==> src/rtl/vt52_pkg.sv <==
// Shared constants and state encoding for the VT52 command engine.
package vt52_pkg;

  localparam logic [7:0] BS    = 8'h08;
  localparam logic [7:0] HT    = 8'h09;
  localparam logic [7:0] LF    = 8'h0A;
  localparam logic [7:0] CR    = 8'h0D;
  localparam logic [7:0] ESC   = 8'h1B;
  localparam logic [7:0] SPACE = 8'h20;
  localparam logic [7:0] TILDE = 8'h7E;

  // Final bytes of two-byte escape sequences
  localparam logic [7:0] ESC_UP       = 8'h41;  // A
  localparam logic [7:0] ESC_DOWN     = 8'h42;  // B
  localparam logic [7:0] ESC_RIGHT    = 8'h43;  // C
  localparam logic [7:0] ESC_LEFT     = 8'h44;  // D
  localparam logic [7:0] ESC_HOME     = 8'h48;  // H
  localparam logic [7:0] ESC_RLF      = 8'h49;  // I
  localparam logic [7:0] ESC_EOS      = 8'h4A;  // J
  localparam logic [7:0] ESC_EOL      = 8'h4B;  // K
  localparam logic [7:0] ESC_ADDR     = 8'h59;  // Y
  localparam logic [7:0] ESC_WRAP_ON  = 8'h76;  // v
  localparam logic [7:0] ESC_WRAP_OFF = 8'h77;  // w

  typedef enum logic [2:0] {
    ST_CHAR  = 3'd0,
    ST_ESC   = 3'd1,
    ST_ROW   = 3'd2,
    ST_COL   = 3'd3,
    ST_ERASE = 3'd4
  } state_e;

endpackage

==> src/rtl/vt52_erase_sequencer.sv <==
// Erase address walker: loads a start/last pair, steps by one (wrapping
// modulo the address space) and flags when the current address is the last.
module vt52_erase_sequencer
  import vt52_pkg::*;
#(
  parameter int ADDR_W = 10
) (
  input  logic              clk,
  input  logic              clr,
  input  logic              start,
  input  logic              step,
  input  logic [ADDR_W-1:0] start_addr,
  input  logic [ADDR_W-1:0] last_addr,
  output logic [ADDR_W-1:0] next_addr,
  output logic              done
);
  logic [ADDR_W-1:0] addr_q, addr_d;
  logic [ADDR_W-1:0] last_q, last_d;

  assign next_addr = addr_q + 1'b1;
  assign done      = (addr_q == last_q);

  always_comb begin
    addr_d = addr_q;
    last_d = last_q;
    if (start) begin
      addr_d = start_addr;
      last_d = last_addr;
    end else if (step) begin
      addr_d = next_addr;
    end
  end

  always_ff @(posedge clk) begin
    if (clr) begin
      addr_q <= '0;
      last_q <= '0;
    end else begin
      addr_q <= addr_d;
      last_q <= last_d;
    end
  end
endmodule

==> src/rtl/vt52_command_engine.sv <==
// VT52 byte stream interpreter: cursor motion, scrolling, erase and
// character writes, all issued as one-phase pulses during px_clk-low cycles.
module vt52_command_engine
  import vt52_pkg::*;
#(
  parameter int COL_BITS     = 6,
  parameter int ROW_BITS     = 4,
  parameter bit WRAP_DEFAULT = 1'b0
) (
  input  logic                         clk,
  input  logic                         clr,
  input  logic                         px_clk,
  input  logic [7:0]                   data,
  input  logic                         valid,
  output logic                         ready,
  output logic [7:0]                   new_char,
  output logic [ROW_BITS+COL_BITS-1:0] new_char_address,
  output logic                         new_char_wen,
  output logic [COL_BITS-1:0]          new_cursor_x,
  output logic [ROW_BITS-1:0]          new_cursor_y,
  output logic                         new_cursor_wen,
  output logic [ROW_BITS-1:0]          new_first_row,
  output logic                         new_first_row_wen,
  output logic                         wrap_mode
);
  localparam int ADDR_W = ROW_BITS + COL_BITS;
  localparam int COLS   = 2**COL_BITS;
  localparam int ROWS   = 2**ROW_BITS;
  localparam logic [COL_BITS-1:0] X_MAX = '1;
  localparam logic [ROW_BITS-1:0] Y_MAX = '1;
  localparam logic [COL_BITS-1:0] X_MIN = '0;

  state_e              state_q, state_d;
  logic [COL_BITS-1:0] cursor_x_q, cursor_x_d;
  logic [ROW_BITS-1:0] cursor_y_q, cursor_y_d;
  logic [ROW_BITS-1:0] first_row_q, first_row_d;
  logic [ROW_BITS-1:0] row_q, row_d;
  logic                wrap_q, wrap_d;
  logic [7:0]          char_q, char_d;
  logic [ADDR_W-1:0]   char_addr_q, char_addr_d;
  logic                char_wen_q, char_wen_d;
  logic                cursor_wen_q, cursor_wen_d;
  logic                first_row_wen_q, first_row_wen_d;

  logic [ROW_BITS-1:0] phys_y, fr_prev;
  logic [7:0]          arg;
  logic                lf, put_char, erase_go;
  logic [ADDR_W-1:0]   erase_first, erase_last;
  logic                seq_start, seq_step, seq_done;
  logic [ADDR_W-1:0]   seq_start_addr, seq_next;

  assign phys_y  = cursor_y_q + first_row_q;
  assign fr_prev = first_row_q - 1'b1;
  assign arg     = data - SPACE;
  assign ready   = ~px_clk && (state_q != ST_ERASE);

  vt52_erase_sequencer #(.ADDR_W(ADDR_W)) u_erase (
    .clk        (clk),
    .clr        (clr),
    .start      (seq_start),
    .step       (seq_step),
    .start_addr (seq_start_addr),
    .last_addr  (erase_last),
    .next_addr  (seq_next),
    .done       (seq_done)
  );

  always_comb begin
    state_d     = state_q;
    cursor_x_d  = cursor_x_q;
    cursor_y_d  = cursor_y_q;
    first_row_d = first_row_q;
    row_d       = row_q;
    wrap_d      = wrap_q;
    char_d      = char_q;
    char_addr_d = char_addr_q;
    char_wen_d  = 1'b0;
    lf          = 1'b0;
    put_char    = 1'b0;
    erase_go    = 1'b0;
    erase_first = '0;
    erase_last  = '0;
    seq_start   = 1'b0;
    seq_step    = 1'b0;
    seq_start_addr = '0;
    if (!px_clk) begin
      if (state_q == ST_ERASE) begin
        if (seq_done) state_d = ST_CHAR;
        else begin
          seq_step    = 1'b1;
          char_d      = SPACE;
          char_addr_d = seq_next;
          char_wen_d  = 1'b1;
        end
      end else if (valid) begin
        case (state_q)
          ST_CHAR: begin
            if (data >= SPACE && data <= TILDE) begin
              put_char = 1'b1;
              if (cursor_x_q != X_MAX) cursor_x_d = cursor_x_q + 1'b1;
              else if (wrap_q) begin
                cursor_x_d = X_MIN;
                lf         = 1'b1;
              end
            end else begin
              case (data)
                BS: if (cursor_x_q != X_MIN) cursor_x_d = cursor_x_q - 1'b1;
                HT: begin
                  if (int'(cursor_x_q) < COLS - 8)
                    cursor_x_d = (cursor_x_q | COL_BITS'(7)) + 1'b1;
                  else if (cursor_x_q != X_MAX)
                    cursor_x_d = cursor_x_q + 1'b1;
                end
                LF:  lf = 1'b1;
                CR:  cursor_x_d = X_MIN;
                ESC: state_d = ST_ESC;
                default: ;
              endcase
            end
          end
          ST_ESC: begin
            state_d = ST_CHAR;
            case (data)
              ESC_UP:    if (cursor_y_q != '0) cursor_y_d = cursor_y_q - 1'b1;
              ESC_DOWN:  if (cursor_y_q != Y_MAX) cursor_y_d = cursor_y_q + 1'b1;
              ESC_RIGHT: if (cursor_x_q != X_MAX) cursor_x_d = cursor_x_q + 1'b1;
              ESC_LEFT:  if (cursor_x_q != X_MIN) cursor_x_d = cursor_x_q - 1'b1;
              ESC_HOME: begin
                cursor_x_d = X_MIN;
                cursor_y_d = '0;
              end
              ESC_RLF: begin
                if (cursor_y_q != '0) cursor_y_d = cursor_y_q - 1'b1;
                else begin
                  first_row_d = fr_prev;
                  erase_go    = 1'b1;
                  erase_first = {fr_prev, X_MIN};
                  erase_last  = {fr_prev, X_MAX};
                end
              end
              ESC_EOL: begin
                erase_go    = 1'b1;
                erase_first = {phys_y, cursor_x_q};
                erase_last  = {phys_y, X_MAX};
              end
              ESC_EOS: begin
                erase_go    = 1'b1;
                erase_first = {phys_y, cursor_x_q};
                erase_last  = {fr_prev, X_MAX};
              end
              ESC_WRAP_ON:  wrap_d  = 1'b1;
              ESC_WRAP_OFF: wrap_d  = 1'b0;
              ESC_ADDR:     state_d = ST_ROW;
              ESC:          state_d = ST_ESC;
              default: ;
            endcase
          end
          ST_ROW: begin
            row_d   = (int'(arg) < ROWS) ? arg[ROW_BITS-1:0] : cursor_y_q;
            state_d = ST_COL;
          end
          ST_COL: begin
            cursor_x_d = (int'(arg) < COLS) ? arg[COL_BITS-1:0] : X_MAX;
            cursor_y_d = row_q;
            state_d    = ST_CHAR;
          end
          default: state_d = ST_CHAR;
        endcase

        if (lf) begin
          if (cursor_y_q != Y_MAX) cursor_y_d = cursor_y_q + 1'b1;
          else begin
            first_row_d = first_row_q + 1'b1;
            erase_go    = 1'b1;
            erase_first = {first_row_q, X_MIN};
            erase_last  = {first_row_q, X_MAX};
          end
        end

        // A wrapping char that also scrolls owns the write port this cycle,
        // so the walker is preloaded one address early and the erase starts
        // on the next low phase.
        if (erase_go) begin
          state_d        = ST_ERASE;
          seq_start      = 1'b1;
          seq_start_addr = put_char ? erase_first - 1'b1 : erase_first;
        end
        if (put_char) begin
          char_d      = data;
          char_addr_d = {phys_y, cursor_x_q};
          char_wen_d  = 1'b1;
        end else if (erase_go) begin
          char_d      = SPACE;
          char_addr_d = erase_first;
          char_wen_d  = 1'b1;
        end
      end
    end
    cursor_wen_d    = (cursor_x_d != cursor_x_q) || (cursor_y_d != cursor_y_q);
    first_row_wen_d = (first_row_d != first_row_q);
  end

  always_ff @(posedge clk) begin
    if (clr) begin
      state_q         <= ST_CHAR;
      cursor_x_q      <= '0;
      cursor_y_q      <= '0;
      first_row_q     <= '0;
      row_q           <= '0;
      wrap_q          <= WRAP_DEFAULT;
      char_q          <= '0;
      char_addr_q     <= '0;
      char_wen_q      <= 1'b0;
      cursor_wen_q    <= 1'b0;
      first_row_wen_q <= 1'b0;
    end else begin
      state_q         <= state_d;
      cursor_x_q      <= cursor_x_d;
      cursor_y_q      <= cursor_y_d;
      first_row_q     <= first_row_d;
      row_q           <= row_d;
      wrap_q          <= wrap_d;
      char_q          <= char_d;
      char_addr_q     <= char_addr_d;
      char_wen_q      <= char_wen_d;
      cursor_wen_q    <= cursor_wen_d;
      first_row_wen_q <= first_row_wen_d;
    end
  end

  assign new_char          = char_q;
  assign new_char_address  = char_addr_q;
  assign new_char_wen      = char_wen_q;
  assign new_cursor_x      = cursor_x_q;
  assign new_cursor_y      = cursor_y_q;
  assign new_cursor_wen    = cursor_wen_q;
  assign new_first_row     = first_row_q;
  assign new_first_row_wen = first_row_wen_q;
  assign wrap_mode         = wrap_q;
endmodule

==> config.mk <==
export PLATFORM = sky130hd
export DESIGN_NAME = vt52_command_engine
export DESIGN_NICKNAME = d
export VERILOG_FILES = /design/src/rtl/vt52_pkg.sv /design/src/rtl/vt52_erase_sequencer.sv /design/src/rtl/vt52_command_engine.sv
export SDC_FILE = /design/constraint.sdc
export NUM_CORES = 1
export LEC_CHECK = 0
export CAP_MARGIN = 20
export CORE_MARGIN = 8
export CORE_UTILIZATION = 59
export CTS_CLUSTER_DIAMETER = 50
export DETAILED_ROUTE_END_ITERATION = 7
export PLACE_DENSITY = 0.82
export SLEW_MARGIN = 10
export SYNTH_ARGS = -nofsm -noshare
export SYNTH_HDL_FRONTEND = slang
export SYNTH_SLANG_ARGS = --single-unit
==> constraint.sdc <==
create_clock -name clk -period 3.5 [get_ports clk]
set_input_delay 0.525 -clock clk [delete_from_list [all_inputs] [get_ports clk]]
set_output_delay 0.525 -clock clk [all_outputs]
set_load 0.05 [all_outputs]
[Yosys cells after proc, flatten, opt, wreduce, memory -nomap -nowiden]
Cells that the tools add are included.
Word-level totals
  register bits after elaboration: 63
  bits of input ports: 12
  output and inout bits: 37
  logic and storage cells: 183
Cells by class
  add/sub/neg operators: 11
  $lt $le $gt $ge: 5
  eq/ne operators: 31
  multiplexer cells: 104
  bitwise operators: 2
  reduce and logical (&&, ||, !) cells: 17
Operators with widths (count)
  $mux W10: 26
  $eq A8 B7 Y1 const B: 11
  $mux W4: 16
  $mux W6: 10
  $pmux W6 S3: 3
  $mux W8: 5
  $eq A8 B4 Y1 const B: 4
  $mux W1: 30
  $pmux W10 S3: 1
  $pmux W10 S2: 1
  $mux W3: 6
  $add A6 B1 Y6 const B: 2
  $ne A4 B4 Y1 const B: 3
  $pmux W4 S3: 1
  $add A10 B1 Y10 const B: 1
  $eq A10 B10 Y1: 1
  $reduce_and A5 Y1: 2
  $sub A10 B1 Y10 const B: 1
  $pmux W3 S3: 1
  $add A4 B1 Y4 const B: 2
  $eq A8 B5 Y1 const B: 1
  $ge A8 B6 Y1 const B: 1
  $le A8 B7 Y1 const B: 1
  $lt A8 B5 Y1 const B: 1
  other kinds (27): 39

[Logic depth before layout (Yosys ltp)]
Gate-level depths: netlist (run 1).
  depth in word-level cells: 18
  mapped depth: 14
  depth with buffers taken out: 11

[Cells and area by module]
A second synthesis (run 1) with hierarchy kept.
Unflattened totals
  cells, all modules: 804
  area total of the unflattened synthesis: 5989.5 um^2
By module, submodules not included
  vt52_command_engine: instances 1, cells each 666, area an instance 4782.1 um^2, sequential area each 860.8 um^2
  vt52_erase_sequencer: instances 1, cells each 138, area an instance 1207.4 um^2, sequential area each 400.4 um^2

[Worst setup path before layout (run 1)]
No wires, ideal clock.
  path kind: reg-to-reg
  from: reg cursor_y_q[0], in the netlist new_cursor_y[0]
  to: reg char_addr_q[5], in the netlist new_char_address[5]
  library setup time: 0.078 ns
  arrival: 3.176 ns
  required time: 3.422 ns
  setup slack: 0.246 ns
  stages on the path, launching flop included: 14
  buffers on the path: 3
  period minus slack after synthesis: 3.254 ns
  cells stage by stage: dfxtp_1 -> clkbuf_1 -> inv_1 -> ha_1 -> or3b_2 -> clkbuf_1 -> inv_1 -> a21oi_1 -> nor2_1 -> or2_2 -> o31ai_2 -> buf_2 -> a221oi_1 -> nor3_1
On the way
  longest elaborated chain between the ends: 11
  elaborated cells on any way between the ends: 21
  classes of those cells: eq/ne: 1; mux: 17; reduce/logical: 3
Ends and longest elaborated chain
  start: declaration: line vt52_command_engine.sv:35  | logic [ROW_BITS-1:0] cursor_y_q, cursor_y_d;
  start signal: assignment: line vt52_command_engine.sv:219  | cursor_y_q <= cursor_y_d;
  $reduce_bool A4 Y1: line vt52_command_engine.sv:133  | if (cursor_y_q != '0) cursor_y_d = cursor_y_q - 1'b1;
  $mux W1: line vt52_command_engine.sv:133
  $pmux W1 S2: line vt52_command_engine.sv:123  | case (data)
  $mux W1: line vt52_command_engine.sv:96  | case (state_q)
  $mux W1: line vt52_command_engine.sv:171  | if (cursor_y_q != Y_MAX) cursor_y_d = cursor_y_q + 1'b1;
  $mux W1: line vt52_command_engine.sv:170  | if (lf) begin
  $mux W1: line vt52_command_engine.sv:95  | end else if (valid) begin
  $mux W1: line vt52_command_engine.sv:87  | if (state_q == ST_ERASE) begin
  $mux W1: line vt52_command_engine.sv:86  | if (!px_clk) begin
  $reduce_bool A3 Y1 (no source line)
  $reduce_and A4 Y1 (no source line)
  end signal: assignment: line vt52_command_engine.sv:224  | char_addr_q <= char_addr_d;
  end: declaration: line vt52_command_engine.sv:40  | logic [ADDR_W-1:0] char_addr_q, char_addr_d;
Several ways; a longest one is shown, not always the timed one. The select of a mux whose other input is x is not followed.
A chain may end at the register's enable or synchronous reset.

[Final worst setup path (run 1)]
  from: in data[5]
  to: reg cursor_wen_q, in the netlist new_cursor_wen
On the way
  longest elaborated chain between the ends: 13
  elaborated cells on any way between the ends: 40
  classes of those cells: add/sub: 1; order compare: 3; eq/ne: 12; mux: 21; reduce/logical: 3
Ends and longest elaborated chain
  start: declaration: line vt52_command_engine.sv:13  | input logic [7:0] data,
  parallel branches: the longest is 12 deep, another holds $sub A8 B6 Y8
  $logic_or A1 B1 Y1 (*): line vt52_command_engine.sv:199  | cursor_wen_d = (cursor_x_d != cursor_x_q) || (cursor_y_d != cursor_y_q);
  end signal: assignment: line vt52_command_engine.sv:226  | cursor_wen_q <= cursor_wen_d;
  end: declaration: line vt52_command_engine.sv:42  | logic cursor_wen_q, cursor_wen_d;
Every way passes the cells marked *. The select of a mux whose other input is x is not followed.

==> results of run 1 <==
## cell usage after synthesis, types with 8 or more instances
cell,instances
buf_2,10
a21oi_1,55
nor2b_1,11
nor2_1,76
xnor2_1,23
o211ai_1,8
inv_1,20
clkbuf_1,42
nand4_1,16
a22oi_1,9
ha_1,18
o21ai_0,27
nand2_1,56
nor3_1,34
a211oi_1,19
dfxtp_1,58
o2111ai_1,8
a311oi_1,12
xor2_1,16
a221oi_1,9
o22ai_1,12
nand2b_1,10
nand3_1,28
a31oi_1,10
and3_1,12
## registers in the layout, indices dropped and copies added (netlist names), 3 cells and up
signal            cells
new_cursor_x          6
state_q               3
new_first_row         4
new_cursor_y          4
row_q                 4
u_erase.addr_q       10
new_char_address     10
u_erase.last_q        5
new_char              8
## tightest hold or removal path, cell delays in order (launching register included)
cell     delay [ps]
dfxtp_1         310
nand2_1          50
a21oi_1          50
## cell type report
class,count,area [µm²]
timing repair buffer,124,1059
tap,108,135.1
clock inverter,6,57.56
clock buffer,10,127.6
inverter,22,82.58
sequential,58,1161
multi-input combinational,590,3804
fill,722,2295
## through the flow
stage | util, % | TNS (ps) | setup slack (ps)
2_1_floorplan | - | 0 | 245.9
6_report | 73.69 | 0 | 248.4
5_1_grt | 73.69 | 0 | 76.30
3_3_place_gp | 71.56 | -55.21 | -55.21
4_1_cts | 73.69 | 0 | 314.4
3_5_place_dp | 71.56 | -73.59 | -29.14
## power breakdown
| part | total, mW | internal (mW) | switching [mW] |
|---|---|---|---|
| clock network | 0.641 | 0.324 | 0.316 |
| registers | 0.695 | 0.675 | 0.0206 |
| logic | 0.450 | 0.169 | 0.281 |
| total | 1.79 | 1.17 | 0.618 |
## worst max-delay path by stage
stage                                      to  slack (ps)  cells past startpoint
final                          new_cursor_wen         250                     10
after detailed placement  new_char_address[9]         -30                     10
after global placement         new_cursor_wen         -60                     12
after CTS                      new_cursor_wen         310                     12
after global routing           new_cursor_wen          80                     10
after floorplan           new_char_address[5]         250                     13
## routing by layer
layer	routed length [µm]	share of wire [%]
met1	8041	41
met2	9045	46
met3	1587	8.0
met4	1040	5.3
met5	0	0
## logic make-up (layout without fill, tap and decap cells)
| logic type | count (synthesis) | after routing | synth area share, % |
|---|---|---|---|
| compound gates | 224 | 224 | 30.01 |
| mux | 4 | 4 | 0.7785 |
| xor+xnor | 39 | 39 | 6.440 |
| buf+inv | 83 | 162 | 6.393 |
| flops | 58 | 58 | 21.89 |
| fa+ha+maj | 19 | 19 | 4.624 |
| simple gates | 304 | 304 | 29.87 |
==> flow_metrics.tcl, run 1 <==
set metrics [dict create \
    status "finished, final reports clean" \
    num_io_pins 49 \
    reg2reg_depth 10 \
    start_util_pct 60.82 \
    post_cts_buffers 0 \
    path_clk_slew_ps 80 \
    worst_path_most_repeated_cell "o32ai_1" \
    min_period_ps 3252 \
    nets 836 \
    diodes 0 \
    async_flop_share_pct 0 \
    cts_buffer_depth 2 \
    cts_root_buf "clkbuf_8" \
    cts.htree.levels 3 \
    port_buffers 48 \
    min_to "new_char[6]" \
    synth-seq-cells 58 \
    drive_gt1_share_pct 14.94 \
    worstHoldPathCells 2 \
    drtAntennaViolNets 0 \
    dieArea_mm2 0.01228 \
    crit_required_ps 3770 \
    core_area_mm2 0.008721 \
    viasPerCell 6.887 \
    crit_chain "clkdlybuf4s50_1 > buf_4 > or4b_4 > a2111oi_4 > o32ai_1 > o311ai_2 > or4b_1 > o32ai_1 > nor4b_1 > a21oi_1" \
    startpoint_type "input port" \
    synthTopCellsByArea "dfxtp_1 22%, nor2_1 5.4%, a21oi_1 5.2%, ha_1 4.2%, nand2_1 4.0%" \
    cts_tree "done" \
    grt_max_degree 35 \
    met3_usage_pct 4.816 \
    dp.cells 902 \
    period_share_pct 92.90 \
    crit_arrival_ps 3520 \
    cap_violations 0 \
    grtUsageMet1_pct 38.73 \
    hpwlAfterDp_mm 14.91 \
    cp_slowest_stage_delay_ps 550 \
    syn2layout_area_growth_pct 21.16 \
    slew_violations 0 \
    post_cts_resized 0 \
    yosysTopAreaCell "dfxtp_1" \
    top_usage_layer "met2" \
    yosys_warnings 0 \
    finClkSkew_ps 21.86 \
    wirelength_mm 19.72 \
    hold_class "reg -> reg" \
    max_freq_ghz 0.3075 \
    die_w_um 110.8 \
    rows 34 \
    p_leak_nw 2.378 \
    worstPathMaxFanout 11 \
    drtPass1Iterations 8 \
    ys_types 77 \
    rr_endpoint "new_cursor_wen" \
    setup_viol 0 \
    startpoint "data[5]" \
    endpoint_kind "register" \
    synth_ff_type "dfxtp_1" \
    syn_area_per_cell_um2 7.256 \
    cts_buffers 9 \
    critPathTopFamily "compound AO/OA/AOI/OAI gates" \
    overflow 0 \
    synth_area_mm2 0.005304 \
    hold_buffers 0 \
    die_y_um 110.8 \
    gp_congestion 1.071 \
    finalPower_mw 1.786 \
    synth_edf_count 0 \
    relSlewSlack_pct 42.06 \
    ir_drop_mv 0.1989 \
    use_met2_pct 48.81 \
    critPathBufInv 2 \
    reg2reg_from "new_cursor_x[0]" \
    placed_area_mm2 0.006241 \
    hold_viol 0 \
    vias 6322 \
    crit_type "in -> reg" \
    cellPowerDensity_mw_per_mm2 277.9 \
    final_common_cell "nor2_1" \
    fin_area_mm2 0.006426 \
    cts_sinks 58 \
    syn_nets 762 \
    drc 0 \
    cpMaxStageDelayCell "or4b_4" \
    synth-seq-area-share_pct 21.89 \
    grt_pass1_wl_mm 31.76 \
    grt_usage_pct 30.82 \
    clk_latency_ps 360 \
    drt_iter0_markers 693 \
    hp-start "new_char[6]" \
    yosys.area.top_type_share_pct 21.89 \
    first_global_vias 6088 \
    instances_no_fill 918 \
    antenna_found_initial 0 \
    r2r_setup_slack_ps 360 \
    syn-instance-count 731 \
    most-common-layout-cells "76 x nor2_1, 75 x buf_4, 58 x dfxtp_1" \
    rsz0062_at_grt "no" \
    wire_per_inst_um 21.48 \
    hold_ws_ps 460.1 \
    worstMarginPinSlew_ps 866.0 \
]
(Power assumes the default switching activity.)
==> run 2, diff against run 1 <==
--- a/config.mk
+++ b/config.mk
@@ -7,10 +7,10 @@
 export LEC_CHECK = 0
 export CAP_MARGIN = 20
 export CORE_MARGIN = 8
-export CORE_UTILIZATION = 59
+export CORE_UTILIZATION = 40
 export CTS_CLUSTER_DIAMETER = 50
 export DETAILED_ROUTE_END_ITERATION = 7
-export PLACE_DENSITY = 0.82
+export PLACE_DENSITY = 0.59
 export SLEW_MARGIN = 10
 export SYNTH_ARGS = -nofsm -noshare
 export SYNTH_HDL_FRONTEND = slang
==> run 2 against run 1 <==
  * Final cell count is 10% higher
  * Global-route usage is 5.6 points lower
  * Power is 21% higher
  * Critical path type unchanged
  * Clock-buffer cell count is 1 lower
  * Register-to-register slack worse by 60 ps
  * Critical endpoint unchanged
  * Core utilization is 21 points lower
  * First-iteration DRC count is 23% lower
  * Sequential share of layout area is 1.1 points lower
  * Combinational power is 4.4% higher
  * Fmax is 2.8% lower
  * Sequential power is 0.9% lower
  * Wire length is 13% higher
==> flow_metrics.tcl, run 2 (synthesis results as in run 1) <==
set metrics [dict create \
    cts_tree "done" \
    rows 42 \
    wire_per_inst_um 21.93 \
    num_io_pins 49 \
    period_share_pct 95.55 \
    post_cts_buffers 0 \
    antenna_found_initial 0 \
    worstMarginPinSlew_ps 892.1 \
    multi_input_area_mm2 0.003804 \
    rsz0062_at_grt "no" \
    cts_buffer_depth 2 \
    gp_congestion 0.9522 \
    sequentialPowerShare_pct 31.9 \
    worstHoldPathCells 2 \
    die_y_um 131.2 \
    hold_buffers 0 \
    viasPerCell 6.241 \
    startpoint_type "input port" \
    die_w_um 131.2 \
    hp-start "new_char[4]" \
    wirelength_mm 22.24 \
    seq_area_mm2 0.001161 \
    hpwlAfterDp_mm 17.27 \
    diodes 0 \
    status "finished, final reports clean" \
    cts.htree.levels 3 \
    vias 6328 \
    first_global_vias 6054 \
    relSlewSlack_pct 40.07 \
    crit_required_ps 3700 \
    drive_gt1_share_pct 17.90 \
    grt_max_degree 38 \
    cp_slowest_stage_delay_ps 470 \
    overflow 0 \
    netSwitchingFraction_pct 31.48 \
    drc 0 \
    start_util_pct 40.53 \
    fillCellCount 1302 \
    grt_usage_pct 25.17 \
    hold_class "reg -> reg" \
    finalPower_mw 2.159 \
    slew_violations 0 \
    startpoint "data[6]" \
    final_common_cell "buf_4" \
    clk_latency_ps 350 \
    p_int_mw 1.480 \
    combPwrFrac_pct 21.8 \
    core_area_mm2 0.01309 \
    worstPathMaxFanout 2 \
    critPathBufInv 2 \
    grt_pass1_wl_mm 34.88 \
    cts_sinks 58 \
    max_freq_ghz 0.2990 \
    p_switching_mw 0.6797 \
    drtAntennaViolNets 0 \
    crit_cells 11 \
    min_period_ps 3344 \
    setup_tns_ps 0 \
    setup_viol 0 \
    dieArea_mm2 0.01720 \
    cellPowerDensity_mw_per_mm2 315.2 \
    cpMaxStageDelayCell "or3b_2" \
    clockPowerShare_pct 46.3 \
    hold_viol 0 \
    nets 864 \
    hold_ws_ps 451.6 \
    syn2layout_area_growth_pct 29.16 \
    drtPass1Iterations 5 \
    drt_iter0_markers 532 \
    crit_chain "clkdlybuf4s50_1 > inv_1 > ha_1 > or3b_2 > o41a_1 > nor3_1 > nor2_1 > o32ai_1 > mux2i_1 > nor4b_1 > a21oi_1" \
    reg2reg_depth 10 \
    cts_root_buf "clkbuf_16" \
    post_cts_resized 0 \
    endpoint_kind "register" \
    reg2reg_from "new_cursor_x[0]" \
    critPathTopFamily "simple AND/OR/NAND/NOR gates" \
    path_clk_slew_ps 60 \
    most-common-layout-cells "104 x buf_4, 76 x nor2_1, 58 x dfxtp_1" \
    crit_type "in -> reg" \
    r2r_setup_slack_ps 300 \
    cts_buffers 9 \
    cap_violations 0 \
    ir_drop_mv 0.2262 \
    p_leak_nw 2.572 \
    port_buffers 48 \
    finClkSkew_ps 11.10 \
    crit_arrival_ps 3550 \
]
run 2: cell count changes in the layout (fill, tap and decap cells not counted):
cell	previous run	this run
clkinvlp_4	1	2
clkbuf_8	9	0
bufinv_16	1	2
buf_4	75	104
inv_6	0	2
clkbuf_16	0	9
clkbuf_1	1	0
clkinv_4	0	1
buf_12	1	0
clkinv_2	4	0
run 2: power groups by stage:
stage	registers, mW	clock network, mW	logic (mW)
global placement	0.703	0	0.463
floorplan	0.751	0	0.225
detailed placement	0.703	0	0.461
finish	0.689	1.00	0.470
global route	0.691	1.06	0.498
CTS	0.689	1.01	0.463
run 2: final timing paths:
kind / to
setup / recovery: new_cursor_wen
hold / removal: new_char[4]
hold reg to reg: new_char[4]
setup reg to reg: new_cursor_wen
run 2: worst min-delay path, delay by kind of cell, from the launching register on:
family	cells	cell delay, ps
and+or+nand+nor	1	50
AOI/OAI and AO/OA	1	50
DFF	1	310
run 2: final cells by class:
class	instances	share of cell area [%]
inverter	22	1.205
clock inverter	7	1.479
multi-input combinational	590	55.53
tap	176	3.215
timing repair buffer	152	18.34
sequential	58	16.95
clock buffer	9	3.288
run 2: stage by stage:
stage | util [%] | instance area, µm² | worst slack (ps) | std cells
floorplan | - | 5304 | 245.9 | 731
global placement | 49.86 | 6524 | -183.7 | 998
detailed placement | 49.86 | 6524 | -178.7 | 998
CTS | 52.35 | 6850 | 172.2 | 1014
global route | 52.35 | 6850 | 15.11 | 1014
finish | 52.35 | 6850 | 155.7 | 1014
run 2: metal layers:
layer	up-vias	GRT usage [%]	wire (µm)
li1	2956	-	-
met1	3058	31.59	9695
met2	261	41.58	10560
met3	53	4.649	1275
met4	0	10.14	710
met5	-	0	0
==> run 3, diff against run 2 <==
--- a/config.mk
+++ b/config.mk
@@ -10,6 +10,7 @@
 export CORE_UTILIZATION = 40
 export CTS_CLUSTER_DIAMETER = 50
 export DETAILED_ROUTE_END_ITERATION = 7
+export GPL_ROUTABILITY_DRIVEN = 0
 export PLACE_DENSITY = 0.59
 export SLEW_MARGIN = 10
 export SYNTH_ARGS = -nofsm -noshare
==> run 3 against run 2 <==
  * Combinational power decreased by 5.1%
  * Hold slack about the same
  * Highest routed layer unchanged
  * Power shrank 1.9%
  * Fmax down 0.31%
  * Sequential power grew 0.6%
  * Die area stayed put
==> flow_metrics.tcl, run 3 (synthesis results as in run 1) <==
set metrics [dict create \
    min_period_ps 3355 \
    crit_cells 11 \
    r2r_setup_slack_ps 400 \
    combPwrFrac_pct 21.0 \
    slew_violations 0 \
    drt_iter0_markers 752 \
    finClkSkew_ps 15.34 \
    num_io_pins 49 \
    vias 6214 \
    hpwlAfterDp_mm 14.91 \
    ir_drop_mv 0.1640 \
    port_buffers 48 \
    first_global_vias 5857 \
    fillCellCount 1271 \
    endpoint_kind "register" \
    reg2reg_from "new_cursor_x[0]" \
    clk_latency_ps 350 \
    netSwitchingFraction_pct 29.92 \
    most-common-layout-cells "88 x buf_4, 76 x nor2_1, 58 x dfxtp_1" \
    dieArea_mm2 0.01720 \
    p_int_mw 1.485 \
    grt_max_degree 42 \
    rr_endpoint "new_char_address[7]" \
    die_w_um 131.2 \
    worstMarginPinSlew_ps 1113 \
    crit_required_ps 3710 \
    syn2layout_area_growth_pct 27.18 \
    grt_usage_pct 22.06 \
    period_share_pct 95.85 \
    grt_pass1_wl_mm 31.44 \
    cp_slowest_stage_delay_ps 540 \
    start_util_pct 40.53 \
    drc 0 \
    crit_chain "clkdlybuf4s50_1 > buf_4 > or4b_4 > nor3_1 > nand3_1 > a211oi_2 > or2_2 > o31ai_2 > a2111oi_1 > buf_4 > nor3_1" \
    status "finished, final reports clean" \
    reg2reg_depth 11 \
    cts_tree "done" \
    post_cts_buffers 0 \
    worstPathMaxFanout 11 \
    nets 849 \
    wire_per_inst_um 19.63 \
    cellPowerDensity_mw_per_mm2 314.1 \
    p_leak_nw 2.506 \
    sequentialPowerShare_pct 32.7 \
    cpMaxStageDelayCell "or4b_4" \
    utilization_pct 51.55 \
    placed_area_mm2 0.006424 \
    fin_area_mm2 0.006745 \
    clockPowerShare_pct 46.3 \
    max_freq_ghz 0.2981 \
    antenna_found_initial 0 \
    overflow 0 \
    cts_buffers 9 \
    critPathBufInv 3 \
    drive_gt1_share_pct 16.28 \
    drtAntennaViolNets 0 \
    cts_sinks 58 \
    drtPass1Iterations 5 \
    relSlewSlack_pct 25.63 \
    p_switching_mw 0.6340 \
    wirelength_mm 19.61 \
    cts_buffer_depth 2 \
    cts.htree.levels 3 \
    crit_type "in -> reg" \
    critPathTopFamily "simple AND/OR/NAND/NOR gates" \
    cap_violations 0 \
    die_y_um 131.2 \
    cts_root_buf "clkbuf_16" \
    setup.worst_path.end "new_char_address[7]" \
    startpoint_type "input port" \
    startpoint "data[5]" \
    path_clk_slew_ps 50 \
    final_common_cell "buf_4" \
    core_area_mm2 0.01309 \
    hold_class "reg -> reg" \
    setup_viol 0 \
    crit_arrival_ps 3560 \
    rsz0062_at_grt "no" \
    rows 42 \
    hold_viol 0 \
    hold_buffers 0 \
    diodes 0 \
    finalPower_mw 2.119 \
    viasPerCell 6.220 \
]
[run 3: cell count changes in the layout (fill, tap and decap cells not counted), sizes merged]
cell,before,now
buf,105,90
clkbuf,9,11
inv,22,20
clkinv,3,4
clkinvlp,2,1
[run 3: metal layers]
| metal | track usage (%) | up-vias | wire [µm] | share of wire (%) |
|---|---|---|---|---|
| met5 | 0 | - | 0 | 0 |
| met1 | 27.83 | 2894 | 8084 | 41 |
| met4 | 11.04 | 0 | 745 | 3.8 |
| li1 | - | 2927 | - | - |
| met2 | 35.39 | 328 | 9119 | 46 |
| met3 | 4.002 | 65 | 1663 | 8.5 |
[run 3: worst min-delay path by stage]
stage | startpoint | endpoint | slack, ps | cells after the start
final | new_char[4] | new_char[4] | 450 | 2
after global routing | new_char[4] | new_char[4] | 480 | 2
after CTS | new_char[4] | new_char[4] | 450 | 2
after detailed placement | new_char[4] | new_char[4] | 450 | 2
after global placement | new_char[6] | new_char[6] | 440 | 2
after floorplan | row_q[0] | row_q[0] | 450 | 2
[run 3: repair_timing]
action / 4_1_cts / 5_1_grt
gates resized for setup: 0 / 1
endpoints found under the hold margin: 0 / 0
endpoints found under the setup margin: 0 / 1
[run 3: power by group through the flow]
stage	clock (mW)	sequential (mW)	combinational, mW
final	0.980	0.693	0.446
after global routing	1.02	0.695	0.475
after CTS	0.988	0.692	0.438
after detailed placement	0	0.706	0.436
after global placement	0	0.706	0.435
after floorplan	0	0.751	0.225
[run 3: area by class of cell]
class                           instances  area [µm²]  area share (%)
Clock buffer                           11       242.7           3.599
Clock inverter                          5       77.57           1.150
Inverter                               22       82.58           1.224
Multi-Input combinational cell        590        3805           56.41
Sequential cell                        58        1161           17.21
Tap cell                              176       220.2           3.265
Timing Repair Buffer                  137        1156           17.14
[run 3: through the flow]
| stage | cells | hold slack (ps) | worst slack, ps | setup TNS (ps) |
|---|---|---|---|---|
| after floorplan | 731 | 445.6 | 245.9 | 0 |
| after global placement | 983 | 443.4 | -159.0 | -249.8 |
| after detailed placement | 983 | 448.0 | -122.3 | -192.5 |
| after CTS | 999 | 454.9 | 185.1 | 0 |
| after global routing | 999 | 477.7 | 56.64 | 0 |
| final | 999 | 451.1 | 145.3 | 0 |
[run 3: worst register-to-register path: stages (launching register included)]
cell and delay [ps]:
dfxtp_1 330, buf_4 230, ha_1 360, and4_1 400, and3_1 220, nand3_1 120
a211oi_2 290, or2_2 210, o31ai_2 90, a2111oi_1 500, buf_4 190, nor3_1 40
